==> config.mk <==
export PLATFORM = sky130hd
export DESIGN_NAME = fifo_param
export DESIGN_NICKNAME = d
export VERILOG_FILES = /design/src/rtl/fifo_param.sv
export SDC_FILE = /design/constraint.sdc
export NUM_CORES = 1
export LEC_CHECK = 0
export CORE_ASPECT_RATIO = 1.4
export CORE_UTILIZATION = 29
export CTS_CLUSTER_DIAMETER = 200
export DETAILED_ROUTE_END_ITERATION = 10
export GPL_ROUTABILITY_DRIVEN = 0
export GPL_TIMING_DRIVEN = 0
export PLACE_DENSITY = 0.51
export SLEW_MARGIN = 25
export SYNTH_ARGS = -nofsm -noshare
export SYNTH_HDL_FRONTEND = slang
export SYNTH_SLANG_ARGS = --single-unit
==> constraint.sdc <==
create_clock -name clk -period 4.4 [get_ports clk]
set_input_delay 0.88 -clock clk [delete_from_list [all_inputs] [get_ports clk]]
set_output_delay 0.88 -clock clk [all_outputs]
set_load 0.02 [all_outputs]
==> src/rtl/fifo_param.sv <==
// fifo_param: parametrised single-clock FIFO with level, almost-full/empty
// thresholds and sticky overflow/underflow flags.
// Optional feature macro: FIFO_PARAM_FWFT_EN (first-word fall-through on dout).
// Without the macro, dout is a registered read port with one cycle of latency.
module fifo_param #(
    parameter int DATA_W    = 16,
    parameter int ADDR_W    = 3,
    parameter int AFULL_TH  = 6,
    parameter int AEMPTY_TH = 2
) (
    input  logic              clk,
    input  logic              reset,
    input  logic [DATA_W-1:0] din,
    input  logic              write,
    input  logic              read,
    input  logic              clear_err,
    output logic [DATA_W-1:0] dout,
    output logic              empty,
    output logic              full,
    output logic              almost_empty,
    output logic              almost_full,
    output logic [ADDR_W:0]   level,
    output logic              overflow,
    output logic              underflow
);

    localparam int              DEPTH     = 1 << ADDR_W;
    localparam logic [ADDR_W:0] DEPTH_LV  = (ADDR_W+1)'(DEPTH);
    localparam logic [ADDR_W:0] AFULL_LV  = (ADDR_W+1)'(AFULL_TH);
    localparam logic [ADDR_W:0] AEMPTY_LV = (ADDR_W+1)'(AEMPTY_TH);
    localparam logic [ADDR_W:0] LV_ONE    = (ADDR_W+1)'(1);
    localparam logic [ADDR_W-1:0] PTR_ONE = ADDR_W'(1);

    logic [DATA_W-1:0] mem [DEPTH];

    logic [ADDR_W-1:0] head_q, head_d;
    logic [ADDR_W-1:0] tail_q, tail_d;
    logic [ADDR_W:0]   level_q, level_d;
    logic              empty_q, empty_d;
    logic              full_q, full_d;
    logic              aempty_q, aempty_d;
    logic              afull_q, afull_d;
    logic              ovf_q, ovf_d;
    logic              unf_q, unf_d;

    logic              rd_ok;
    logic              wr_ok;

    // A full FIFO still takes a write when a read frees a slot in the same cycle.
    assign rd_ok = read && !empty_q;
    assign wr_ok = write && (!full_q || rd_ok);

    // Next-state pointers, level, and flags derived from the next level.
    always_comb begin
        head_d   = head_q;
        tail_d   = tail_q;
        level_d  = level_q;
        if (wr_ok) begin
            head_d = head_q + PTR_ONE;
        end
        if (rd_ok) begin
            tail_d = tail_q + PTR_ONE;
        end
        if (wr_ok && !rd_ok) begin
            level_d = level_q + LV_ONE;
        end else if (rd_ok && !wr_ok) begin
            level_d = level_q - LV_ONE;
        end
        empty_d  = (level_d == '0);
        full_d   = (level_d == DEPTH_LV);
        aempty_d = (level_d <= AEMPTY_LV);
        afull_d  = (level_d >= AFULL_LV);
        // A new error in the same cycle as clear_err keeps the flag set.
        if (write && !wr_ok) begin
            ovf_d = 1'b1;
        end else if (clear_err) begin
            ovf_d = 1'b0;
        end else begin
            ovf_d = ovf_q;
        end
        if (read && !rd_ok) begin
            unf_d = 1'b1;
        end else if (clear_err) begin
            unf_d = 1'b0;
        end else begin
            unf_d = unf_q;
        end
    end

    // Control and status registers with synchronous reset.
    always_ff @(posedge clk) begin
        if (reset) begin
            head_q   <= '0;
            tail_q   <= '0;
            level_q  <= '0;
            empty_q  <= 1'b1;
            full_q   <= 1'b0;
            aempty_q <= 1'b1;
            afull_q  <= 1'b0;
            ovf_q    <= 1'b0;
            unf_q    <= 1'b0;
        end else begin
            head_q   <= head_d;
            tail_q   <= tail_d;
            level_q  <= level_d;
            empty_q  <= empty_d;
            full_q   <= full_d;
            aempty_q <= aempty_d;
            afull_q  <= afull_d;
            ovf_q    <= ovf_d;
            unf_q    <= unf_d;
        end
    end

    // Storage array; contents survive reset, writes during reset are dropped.
    always_ff @(posedge clk) begin
        if (!reset && wr_ok) begin
            mem[head_q] <= din;
        end
    end

`ifdef FIFO_PARAM_FWFT_EN
    // Head-of-queue word is presented directly; meaningless while empty.
    assign dout = mem[tail_q];
`else
    logic [DATA_W-1:0] dout_q, dout_d;

    // Read port captures the head word on an accepted read, else holds.
    always_comb begin
        dout_d = dout_q;
        if (rd_ok) begin
            dout_d = mem[tail_q];
        end
    end

    // Registered read data.
    always_ff @(posedge clk) begin
        if (reset) begin
            dout_q <= '0;
        end else begin
            dout_q <= dout_d;
        end
    end

    assign dout = dout_q;
`endif

    assign empty        = empty_q;
    assign full         = full_q;
    assign almost_empty = aempty_q;
    assign almost_full  = afull_q;
    assign level        = level_q;
    assign overflow     = ovf_q;
    assign underflow    = unf_q;

endmodule
==> results.yml <==
run:
  cap_violations: 0
drt:
  firstDrtPassIters: 7
  vias: 3182
  via_per_inst: 4.68
  ant_nets: 0
  drc: 10
  routed_wl_um: 13000
  post_drt_wl_per_cell_um: 19.1
  drt-initial-drc-count: 200
floorplan:
  start_util_pct: 29.7
  fp.coreArea_mm2: 0.0206
  rows: 62
  die_y_um: 174
  ios: 47
  die_w_um: 125
  dieArea_mm2: 0.0218
final_layout:
  final_util_pct: 37.2
  seq_area_mm2: 0.00448
  n_antenna_cell: 0
  nets: 436
  multi_input_area_mm2: 0.00157
  layout-drive-gt1-share_pct: 22.4
  fin_area_mm2: 0.00767
  fillers: 1914
  areaGrowthSynthToFinish_pct: 25.0
outcome:
  status: "finished with violations"
  violations: "design-rule violations"
timing:
  fmax_mhz: 311
  min_period_over_period_pct: 73.0
  maxSlewHeadroom_pct: 48.0
  slew_violations: 0
  fin_crit_ns: 3.21
  hold_viol: 0
  setup_viol_count_final: 0
  fin_skew_ns: 0.00877
  tightestPinTransition_ns: 0.773
  rsz0062_at_grt: "no"
setup_path:
  worstPathArrival_ns: 3.32
  critPathMaxFanout: 6
  crit_path_end_kind: "register"
  start_kind: "primary input"
  required_ns: 4.51
  critPathKind: "in -> reg"
global_route:
  grt_pass1_wl_um: 20100
  grt_use_met1_pct: 15.3
  grt_pass1_vias: 3366
  grt_max_degree: 17
  grtUsageMet2_pct: 22.5
  grt.busiest_layer: "met2"
  grtUsageTotal_pct: 12.8
  antenna_found_initial: 0
  met3_usage_pct: 2.62
  gr-total-overflow: 0
yosys:
  ys_ff_latch: 160
  synth_mux_area_share_pct: 14.6
  synthCells: 337
  ys.flop_type: "edfxtp_1"
  syn-cell-area_mm2: 0.00614
  synth_fa_ha_area_share_pct: 0.816
  syn_avg_cell_area_um2: 18.2
  ys_types: 42
  synth-xor-area-share_pct: 0.999
  synth.net_count: 362
  synthTopCellsByArea: "edfxtp_1 63%, mux4_2 12%, dfxtp_1 10%"
  netlist.area_leader.share_pct: 62.6
  synth_top_family_by_area: "multiplexers"
  yosys.area_share.simple_pct: 4.73
  synth_compound_area_share_pct: 3.75
  synth_top_area_cell: "edfxtp_1"
  yosysSeqAreaShare_pct: 73.1
  synthArstFlopShare_pct: 0
  synth_edf_count: 128
  yosysWarnings: 0
place:
  dp_hpwl_um: 8660
  placed_cell_area_mm2: 0.00703
  port_buffers: 45
clock_tree:
  cts_htree_levels: 4
  clkSinkCount: 160
  cts_root_buf: "clkbuf_16"
  path_clk_slew_ns: 0.06
  postCtsHoldBufs: 0
  post_cts_resized: 0
  clkLatencyLatePin_ns: 0.41
  cts_buffer_depth: 2
  cts_setup_buffers: 0
  cts_buffers: 17
  cts_tree: "yes"
power_and_ir_drop:
  powerDensity_mw_per_mm2: 494
  ir_drop_mv: 0.266
  p_leak_uw: 0.00245
worst_hold_path:
  hold_path_class: "reg -> reg"
-- per-layer routing --
layer | up-vias | wire (um)
met5 | - | 0
met4 | 0 | 252
met3 | 16 | 324
met2 | 60 | 6780
met1 | 1632 | 5650
li1 | 1474 | -
-- cells in the final DEF, fill, tap and decap left out, drive strengths merged, types with 2 or more instances in the layout --
cell and n:
nor3 3, ha 4, clkinvlp 3, clkdlybuf4s50 45
clkbuf 25, dfxtp 32, o21ai 2, nand2b 2
bufinv 5, nor2b 2, edfxtp 128, mux4 32
a21oi 2, buf 22, xor2 4, a211oi 17
clkinv 3, xnor2 3, nand2 15, inv 8
a32oi 2, mux2i 17, nor2 32
-- path summary, 6_finish.rpt --
check	depth (start not counted)	slack, ns	start	end
setup / recovery	7	1.19	read	mem[4][6]$_DFFE_PP_
hold / removal	2	0.50	dout[6]$_SDFFE_PP0P_	dout[6]$_SDFFE_PP0P_
setup reg to reg	6	1.72	empty$_SDFF_PP1_	mem[4][6]$_DFFE_PP_
hold reg to reg	2	0.50	dout[6]$_SDFFE_PP0P_	dout[6]$_SDFFE_PP0P_
-- Yosys cell counts (4+ instances only) --
cell,number
dfxtp_1,32
nand2_1,14
edfxtp_1,128
clkbuf_1,6
ha_1,4
mux2i_1,16
inv_1,6
nor2_1,32
mux4_2,32
a211oi_1,17
buf_2,7
xor2_1,4
-- through the flow --
step / hold slack (ns) / setup TNS [ns] / total power [uW] / instances / worst slack [ns]
3_5_place_dp: 0.492 / 0 / 2230 / 648 / 0.741
3_3_place_gp: 0.477 / -57.81 / 2210 / 638 / -1.61
4_1_cts: 0.501 / 0 / 3830 / 680 / 1.16
2_1_floorplan: 0.502 / 0 / 2040 / 337 / 0.996
6_report: 0.501 / 0 / 3790 / 680 / 1.19
5_1_grt: 0.525 / 0 / 3930 / 680 / 1.01
-- critical path: stages --
cell	delay, ns
clkdlybuf4s50_1	0.53
nand2b_2	0.14
a21boi_1	0.36
nand2_1	0.30
nor4_2	0.65
buf_4	0.27
buf_2	0.20
-- power breakdown --
group          total [uW]  internal, uW  switching [uW]
registers            1730          1690            37.6
clock network        1600          1010             591
logic                 455           218             237
total                3790          2920             866
-- final cells by class --
class                           instances  share of cell area, %
Clock buffer                           19                   5.64
Timing Repair Buffer                   55                   6.83
Clock inverter                         13                   2.76
Sequential cell                       160                   58.5
Buffer                                 18                   1.34
Tap cell                              256                   4.18
Inverter                                6                  0.294
Multi-Input combinational cell        153                   20.5
-- logic make-up (layout without fill, tap and decap cells) --
| family | count (synthesis) | after routing |
|---|---|---|
| mux | 49 | 49 |
| simple gates | 63 | 63 |
| compound gates | 30 | 30 |
| xor+xnor | 7 | 7 |
| fa+ha+maj | 4 | 4 |
| flops | 160 | 160 |
| buf+inv | 24 | 111 |
-- sequential cells by signal (all words and copies together) (netlist names) --
signal        count
tail_q            3
dout             16
almost_empty      1
empty             1
full              1
head_q            3
overflow          1
underflow         1
almost_full       1
level             4
mem             128
(Power assumes the default switching activity.)
